==> src/rtl/adpcm_rom_arbiter.sv <==
// adpcm_rom_arbiter: round-robin share of one byte-wide sample-ROM read port among ADPCM voices, with ROM timeout
// Ports: clk_i/reset_i (sync, active-high); vreq_i/vaddr_i per-voice level request + address;
//   vack_o one-cycle per-voice ack, vdata_o shared return byte; rom_addr_o/rom_rd_o/rom_ack_i/rom_data_i memory side;
//   flush_i cache invalidate; grant_id_o last granted voice; busy_o in WAIT/DONE; timeout_err_o aborted-access pulse.
// Optional: define ADPCM_ARB_CACHE_EN for a one-entry per-voice read cache (otherwise flush_i is unused).
module adpcm_rom_arbiter #(
  parameter int NUM_VOICES = 4,
  parameter int ADDR_W = 18,
  parameter int TIMEOUT = 255
) (
  input  logic                         clk_i,
  input  logic                         reset_i,
  input  logic [NUM_VOICES-1:0]        vreq_i,
  input  logic [NUM_VOICES*ADDR_W-1:0] vaddr_i,
  output logic [NUM_VOICES-1:0]        vack_o,
  output logic [7:0]                   vdata_o,
  output logic [ADDR_W-1:0]            rom_addr_o,
  output logic                         rom_rd_o,
  input  logic                         rom_ack_i,
  input  logic [7:0]                   rom_data_i,
  input  logic                         flush_i,
  output logic [2:0]                   grant_id_o,
  output logic                         busy_o,
  output logic                         timeout_err_o
);
  localparam int IW = NUM_VOICES > 1 ? $clog2(NUM_VOICES) : 1;
  localparam int JW = IW + 1;
  typedef enum logic [1:0] {IDLE, WAIT, DONE} state_e;
  state_e state_q, state_d;
  logic [2:0] grant_q, grant_d;
  logic [ADDR_W-1:0] rom_addr_q, addr_d;
  logic rom_rd_q, rd_d;
  logic [7:0] vdata_q, vdata_d;
  logic [NUM_VOICES-1:0] vack_q, vack_d;
  logic terr_q, terr_d;
  logic [7:0] cnt_q, cnt_d;
  logic [ADDR_W-1:0] va [NUM_VOICES];
  logic [IW-1:0] win, gi;
  logic [JW-1:0] j;
  logic found, hit;
  logic [7:0] hit_data;
  genvar i;
  generate
    for (i = 0; i < NUM_VOICES; i++) begin : g_va
      assign va[i] = vaddr_i[i*ADDR_W +: ADDR_W];
    end
  endgenerate
  assign gi = grant_q[IW-1:0];
  // Scan upward from the voice after the last grant; the last grant itself is checked last.
  always_comb begin
    win = gi;
    found = 1'b0;
    j = '0;
    for (int k = 1; k <= NUM_VOICES; k++) begin
      j = JW'(gi) + JW'(k);
      j = j >= JW'(NUM_VOICES) ? j - JW'(NUM_VOICES) : j;
      if (!found && vreq_i[j[IW-1:0]]) begin
        found = 1'b1;
        win = j[IW-1:0];
      end
    end
  end
`ifdef ADPCM_ARB_CACHE_EN
  logic [NUM_VOICES-1:0] cv_q;
  logic [ADDR_W-1:0] ctag_q [NUM_VOICES];
  logic [7:0] cdat_q [NUM_VOICES];
  assign hit = cv_q[win] && ctag_q[win] == va[win];
  assign hit_data = cdat_q[win];
  // Flush wins over a same-edge fill; timeout completions never fill.
  always_ff @(posedge clk_i) begin
    if (reset_i || flush_i) cv_q <= '0;
    else if (state_q == WAIT && rom_ack_i) cv_q[gi] <= 1'b1;
  end
  always_ff @(posedge clk_i) begin
    if (state_q == WAIT && rom_ack_i) begin
      ctag_q[gi] <= rom_addr_q;
      cdat_q[gi] <= rom_data_i;
    end
  end
`else
  logic unused_flush;
  assign unused_flush = flush_i;
  assign hit = 1'b0;
  assign hit_data = 8'h00;
`endif
  always_comb begin
    state_d = state_q;
    grant_d = grant_q;
    addr_d = rom_addr_q;
    rd_d = rom_rd_q;
    vdata_d = vdata_q;
    vack_d = '0;
    terr_d = 1'b0;
    cnt_d = cnt_q;
    case (state_q)
      IDLE: if (found) begin
        grant_d = 3'(win);
        addr_d = va[win];
        cnt_d = '0;
        rd_d = !hit;
        vdata_d = hit ? hit_data : vdata_q;
        vack_d[win] = hit;
        state_d = hit ? DONE : WAIT;
      end
      WAIT: if (rom_ack_i) begin
        rd_d = 1'b0;
        vdata_d = rom_data_i;
        vack_d[gi] = 1'b1;
        state_d = DONE;
      end else if (cnt_q == 8'(TIMEOUT)) begin
        rd_d = 1'b0;
        vdata_d = 8'h00;
        vack_d[gi] = 1'b1;
        terr_d = 1'b1;
        state_d = DONE;
      end else begin
        cnt_d = cnt_q + 8'd1;
      end
      default: state_d = IDLE;
    endcase
  end
  always_ff @(posedge clk_i) begin
    if (reset_i) begin
      state_q <= IDLE;
      grant_q <= 3'(NUM_VOICES - 1);
      rom_addr_q <= '0;
      rom_rd_q <= 1'b0;
      vdata_q <= '0;
      vack_q <= '0;
      terr_q <= 1'b0;
      cnt_q <= '0;
    end else begin
      state_q <= state_d;
      grant_q <= grant_d;
      rom_addr_q <= addr_d;
      rom_rd_q <= rd_d;
      vdata_q <= vdata_d;
      vack_q <= vack_d;
      terr_q <= terr_d;
      cnt_q <= cnt_d;
    end
  end
  assign vack_o = vack_q;
  assign vdata_o = vdata_q;
  assign rom_addr_o = rom_addr_q;
  assign rom_rd_o = rom_rd_q;
  assign grant_id_o = grant_q;
  assign busy_o = state_q != IDLE;
  assign timeout_err_o = terr_q;
endmodule

==> config.mk <==
export PLATFORM = sky130hd
export DESIGN_NAME = adpcm_rom_arbiter
export DESIGN_NICKNAME = d
export VERILOG_FILES = /design/src/rtl/adpcm_rom_arbiter.sv
export SDC_FILE = /design/constraint.sdc
export NUM_CORES = 1
export LEC_CHECK = 0
export BUFFER_PORTS_ARGS = -buffer_cell sky130_fd_sc_hd__buf_2
export CAP_MARGIN = 20
export CORE_MARGIN = 4
export CORE_UTILIZATION = 35
export CTS_CLUSTER_DIAMETER = 40
export DETAILED_ROUTE_END_ITERATION = 8
export PLACE_DENSITY = 0.65
export RECOVER_POWER = 100
export SYNTH_ARGS = -nofsm -noshare
export SYNTH_HDL_FRONTEND = slang
export SYNTH_SLANG_ARGS = --single-unit
export TNS_END_PERCENT = 10
==> constraint.sdc <==
create_clock -name clk_i -period 3.4 [get_ports clk_i]
set_clock_uncertainty 0.2 [all_clocks]
set_input_delay 0.34 -clock clk_i [delete_from_list [all_inputs] [get_ports clk_i]]
set_output_delay 0.34 -clock clk_i [all_outputs]
set_load 0.01 [all_outputs]
==> flow_summary.yaml, run 1 <==
outcome:
  status: "finished, final reports clean"
setup_path:
  worst_path_largest_cell_delay_ns: 0.55
  crit_type: "reg -> reg"
  path_cells: "inv_1, ha_1, mux2i_1, a221o_1, a221oi_1, o22ai_2, buf_4, o311ai_0"
  crit_family: "compound AO/OA/AOI/OAI gates"
  critPathCaptureType: "flop"
  crit_slowest_cell: "dfxtp_1"
  required_ns: 3.40
  worstPathMaxFanout: 37
  worstPathArrival_ns: 3.08
  crit_buf_inv: 2
  cp-start-kind: "flop"
sta:
  tightestPinTransition_ns: 1.033
  hold_violations: 0
  finalMaxSlewViolations: 0
  setup_viol: 0
  tns_ns: 0
  slew_headroom_pct: 30.38
  period_needed_ns: 3.079
  rsz0062_at_grt: "false"
  fin_crit_sh_pct: 90.55
  hold_ws_ns: 0.08361
  clock.fmax_mhz: 324.8
clock_network:
  cts_tree: "yes"
  cts_buffer_depth: 2
  cts_hold_buffers: 0
  numCtsBuffers: 5
  cts.sinks: 44
  htreeDepth: 2
  root_buffer: "clkbuf_8"
  clk_pin_slew_ns: 0.09
  worstSkewPairLatency_ns: 0.30
  post_cts_buffers: 0
  post_cts_resize_count: 0
detailed_routing:
  drc: 0
  routed_wl_mm: 6.959
  viasPerCell: 5.210
  firstDrtPassIters: 4
  ant_nets: 0
  routedWlPerCell_um: 14.17
  routed-via-count: 2558
  drt_iter0_markers: 122
floorplan:
  start_util_pct: 36.59
  dieHeight_um: 92.75
  core_um2: 6869
  io_pins: 124
  num_rows: 30
  die_area_um2: 8602
  die_w_um: 92.75
grt:
  grt_max_degree: 55
  grt_pass1_wl_mm: 11.24
  grt_pass1_vias: 2501
  grt_util_all_layers_pct: 15.91
  overflow: 0
  antenna_found_initial: 0
power:
  power.density_nw_per_um2: 484.9
  vdd_drop_max_mv: 0.2449
  p_leak_nw: 1.306
hold_path:
  min_path_type: "in -> reg"
final_layout:
  areaGrowthSynthToFinish_pct: 27.28
  finalNetCount: 487
  regArea_um2: 880.8
  drive_gt1_share_pct: 26.84
  final.fill_count: 700
  finish.utilization_pct: 46.58
  antenna_cells: 0
  multiInputGateArea_um2: 1463
synth:
  yosys_warnings: 0
  postSynthAreaPerCell_um2: 8.914
  synth_cell_types: 45
  syn_nets: 375
  yosysSeqAreaShare_pct: 35.04
  syn_area_um2: 2514
  syn_inst: 282
  synth_seq_cells: 44
placed_design:
  place.gp.congestion: 0.8476
  portBuffers: 121
  post-dp-hpwl_mm: 5.255
flow_run:
  cap_violations: 0
[cell families (layout without fill, tap and decap cells)]
family / Yosys count / in the layout / share of synthesized area (%)
AOI/OAI and AO/OA: 78 / 78 / 24.59
muxes: 26 / 26 / 11.00
buffers and inverters: 28 / 141 / 6.520
and+or+nand+nor: 99 / 99 / 19.86
DFF: 44 / 44 / 35.04
adders and majority gates: 5 / 5 / 2.489
xor gates and xnor gates: 1 / 1 / 0.3485
other: 1 / 1 / 0.1492
[registers in the layout, summed over array words and instances (netlist names)]
signal and flops:
timeout_err_o 1, vack_o 4, vdata_o 8, rom_rd_o 1, grant_id_o 2, cnt_q 8, state_q 2, rom_addr_o 18
[Yosys cell counts, drive strengths merged]
cell	n	area share (%)
o21ai	6	1.2
a21boi	1	0.30
nand3b	1	0.30
nand2b	21	5.2
nor3	5	1.0
buf	15	4.6
o22ai	2	0.75
nor2b	2	0.50
o31ai	1	0.30
nand2	10	1.5
o211a	1	0.40
a21o	1	0.30
a211oi	2	0.60
dfxtp	44	35
o221ai	1	0.35
and2	5	1.2
nor2	27	4.0
nor3b	3	0.90
a311oi	2	0.70
a221oi	1	0.60
o311ai	19	6.9
ha	5	2.5
a221o	1	0.40
conb	1	0.15
or2	1	0.25
and3b	1	0.35
mux2i	23	9.7
a22oi	8	2.4
clkbuf	9	1.3
nand3	23	4.6
o211ai	2	0.60
a21oi	12	2.5
inv	4	0.60
xor2	1	0.35
mux2	3	1.3
o2111ai	18	6.3
[layout make-up]
type	instances	share of cell area (%)
clock buffers	6	2.581
clock inverters	2	0.4693
inverters	4	0.4693
multi-input cells	210	45.72
flip-flops and latches	44	27.53
well taps	96	3.754
repair buffers	129	19.48
[path summary, 6_finish.rpt]
check                              from                     endpoint  slack, ns  depth (start not counted)
max          grant_id_o[1]$_SDFFE_PP1P_  rom_addr_o[16]$_SDFFE_PP0P_       0.32                          8
min                       rom_data_i[6]      vdata_o[6]$_SDFFE_PP0P_       0.08                          3
max reg2reg  grant_id_o[1]$_SDFFE_PP1P_  rom_addr_o[16]$_SDFFE_PP0P_       0.32                          8
min reg2reg  rom_addr_o[6]$_SDFFE_PP0P_   rom_addr_o[6]$_SDFFE_PP0P_       0.29                          2
[worst min-delay path, stage by stage]
cell     delay [ns]
buf_2          0.08
a22oi_1        0.05
nor2_1         0.08
[through the flow]
step                      total power [W]  area, um2  setup slack (ns)  cells
after floorplan                  0.001077       2514            0.5823    282
after global placement           0.001242       3163            0.4517    483
after detailed placement         0.001252       3163            0.3702    483
after CTS                        0.001606       3261            0.3588    491
after global routing             0.001659       3199            0.1146    491
final                            0.001551       3199            0.3212    491
[layout by cell type, fill, tap and decap left out, types with 8 or more instances in the layout]
cell,netlist,layout
o2111ai_1,18,18
a21oi_1,11,11
buf_2,5,86
nand2_1,10,10
o311ai_0,7,16
nand2b_1,21,21
mux2i_1,22,22
nor2_1,27,27
a22oi_1,8,8
nand3_1,23,23
dfxtp_1,44,44
clkbuf_1,9,38
[where the power goes]
part / switching [W] / internal [W] / leakage [nW] / total, W
clock network: 0.000185 / 0.000165 / 0.0434 / 0.000349
registers: 0.0000436 / 0.000589 / 0.361 / 0.000633
logic: 0.000338 / 0.000231 / 0.902 / 0.000569
[metal layers]
metal	GRT usage, %	part of all wire [%]	up-vias
met2	26.04	44	104
met4	4.151	0.85	0
li1	-	-	1292
met5	0	0	-
met3	5.686	9.5	6
met1	19.87	45	1156
No activity file was read; power rests on OpenSTA's default activity.
==> inputs of run 2 (changes only) <==
--- a/config.mk
+++ b/config.mk
@@ -7,11 +7,14 @@
 export LEC_CHECK = 0
 export BUFFER_PORTS_ARGS = -buffer_cell sky130_fd_sc_hd__buf_2
 export CAP_MARGIN = 20
+export CELL_PAD_IN_SITES_DETAIL_PLACEMENT = 1
+export CELL_PAD_IN_SITES_GLOBAL_PLACEMENT = 1
 export CORE_MARGIN = 4
-export CORE_UTILIZATION = 35
+export CORE_UTILIZATION = 33
+export CTS_BUF_LIST = sky130_fd_sc_hd__clkbuf_16
 export CTS_CLUSTER_DIAMETER = 40
 export DETAILED_ROUTE_END_ITERATION = 8
-export PLACE_DENSITY = 0.65
+export PLACE_DENSITY = 0.82
 export RECOVER_POWER = 100
 export SYNTH_ARGS = -nofsm -noshare
 export SYNTH_HDL_FRONTEND = slang
==> flow_summary.yaml, run 2 (synthesis gave the netlist of run 1 again) <==
detailed_routing:
  wl_met3_um: 822
  routed_wl_mm: 7.829
  ant_nets: 0
  firstDrtPassIters: 4
  drc: 0
  routedWlPerCell_um: 15.82
  routed-via-count: 2634
  drt_iter0_markers: 120
  wl_met1_mm: 3.326
  viasPerCell: 5.321
  met2WireLength_mm: 3.600
  dr.max_layer_used: "met4"
setup_path:
  crit_family: "multiplexers"
  worstPathMaxFanout: 33
  cp-start-kind: "flop"
  crit_buf_inv: 2
  critPathCaptureType: "flop"
  required_ns: 3.37
  worstPathArrival_ns: 3.05
  crit_type: "reg -> reg"
  worst_path_largest_cell_delay_ns: 0.57
  crit_slowest_cell: "dfxtp_1"
  path_cells: "inv_1, ha_1, mux2_2, o22ai_1, mux2i_4, buf_12, mux2i_1, o311ai_0"
grt:
  antenna_found_initial: 0
  grt_pass1_wl_mm: 12.71
  grt_util_all_layers_pct: 17.54
  overflow: 0
  grt_pass1_vias: 2742
  grt_max_degree: 38
sta:
  tightestPinTransition_ns: 1.198
  fin_crit_sh_pct: 90.41
  period_needed_ns: 3.074
  worst_slack_ns: 0.3261
  rsz0062_at_grt: "false"
  tns_ns: 0
  clock.fmax_mhz: 325.3
  slew_headroom_pct: 19.28
  finalMaxSlewViolations: 0
  setup_viol: 0
  hold_violations: 0
final_layout:
  layout_commonest_cell: "buf_2"
  drive_gt1_share_pct: 27.02
  largest_register_ffs: 18
  final.fill_count: 914
  final_area_um2: 3291
  most-common-layout-cells: "86 x buf_2, 44 x dfxtp_1, 38 x clkbuf_1"
  multiInputGateArea_um2: 1456
  instances_no_fill: 495
  areaGrowthSynthToFinish_pct: 30.91
  finalNetCount: 488
  regArea_um2: 880.8
  antenna_cells: 0
outcome:
  status: "finished, final reports clean"
floorplan:
  die_area_um2: 9077
  num_rows: 31
  dieHeight_um: 95.28
  die_w_um: 95.28
  io_pins: 124
  core_um2: 7331
  start_util_pct: 34.29
power:
  p_leak_nw: 1.348
  power_w: 0.001796
  power.density_nw_per_um2: 545.8
  vdd_drop_max_mv: 0.2421
clock_network:
  post_cts_buffers: 0
  cts.sinks: 44
  post_cts_resize_count: 0
  clk_pin_slew_ns: 0.07
  htreeDepth: 2
  numCtsBuffers: 5
  cts_hold_buffers: 0
  root_buffer: "clkbuf_16"
  cts_buffer_depth: 2
  worstSkewPairLatency_ns: 0.28
  cts_tree: "yes"
placed_design:
  placed_area_um2: 3187
  dp_slack_ns: 0.3618
  dp.cells: 487
  post-dp-hpwl_mm: 5.995
  portBuffers: 121
  place.gp.congestion: 0.8065
hold_path:
  min_path_type: "in -> reg"
flow_run:
  cap_violations: 0
-- run 2: cell types whose count changed in the layout (fill, tap and decap cells not counted), moves of 2 or more --
cell and change:
o311ai_1 +2, and2_0 +4, o311ai_0 -2, and2_1 -4, clkbuf_8 -6, clkbuf_16 +5
-- run 2: area by class of cell --
class                           instances  area share, %
Timing Repair Buffer                  130          19.54
Multi-Input combinational cell        210          44.26
Sequential cell                        44          26.77
Clock buffer                            5          3.802
Inverter                                4         0.4563
Tap cell                               99          3.764
Clock inverter                          3          1.407
-- run 2: power breakdown --
group / switching [W] / internal (W) / leakage (nW)
clock network: 0.000208 / 0.000349 / 0.0804
registers: 0.0000454 / 0.000590 / 0.361
logic: 0.000354 / 0.000249 / 0.907
total: 0.000608 / 0.00119 / 1.35
-- run 2: worst paths after layout --
check / endpoint / slack, ns / startpoint / cells past startpoint
worst max-delay path: rom_addr_o[14]$_SDFFE_PP0P_ / 0.33 / grant_id_o[1]$_SDFFE_PP1P_ / 8
worst min register to register: rom_addr_o[6]$_SDFFE_PP0P_ / 0.29 / rom_addr_o[6]$_SDFFE_PP0P_ / 2
worst max register to register: rom_addr_o[14]$_SDFFE_PP0P_ / 0.33 / grant_id_o[1]$_SDFFE_PP1P_ / 8
worst min-delay path: vdata_o[1]$_SDFFE_PP0P_ / 0.1 / rom_data_i[1] / 3
-- run 2: routing by layer --
metal / track usage [%] / vias up
met5: 0 / -
met4: 4.688 / 0
met3: 7.103 / 6
met2: 28.28 / 106
met1: 21.61 / 1228
li1: - / 1294
-- run 2: worst register-to-register path, cell delays in order (launching register included) --
cell      delay (ns)
dfxtp_1         0.57
inv_1           0.11
ha_1            0.47
mux2_2          0.37
o22ai_1         0.28
mux2i_4         0.28
buf_12          0.27
mux2i_1         0.13
o311ai_0        0.28
-- run 2: metrics by stage --
| step | hold slack, ns | util, % |
|---|---|---|
| floorplan | 0.2418 | - |
| global placement | 0.2609 | 43.47 |
| detailed placement | 0.2724 | 43.47 |
| CTS | 0.09406 | 45.81 |
| global route | 0.1040 | 44.89 |
| finish | 0.09652 | 44.89 |
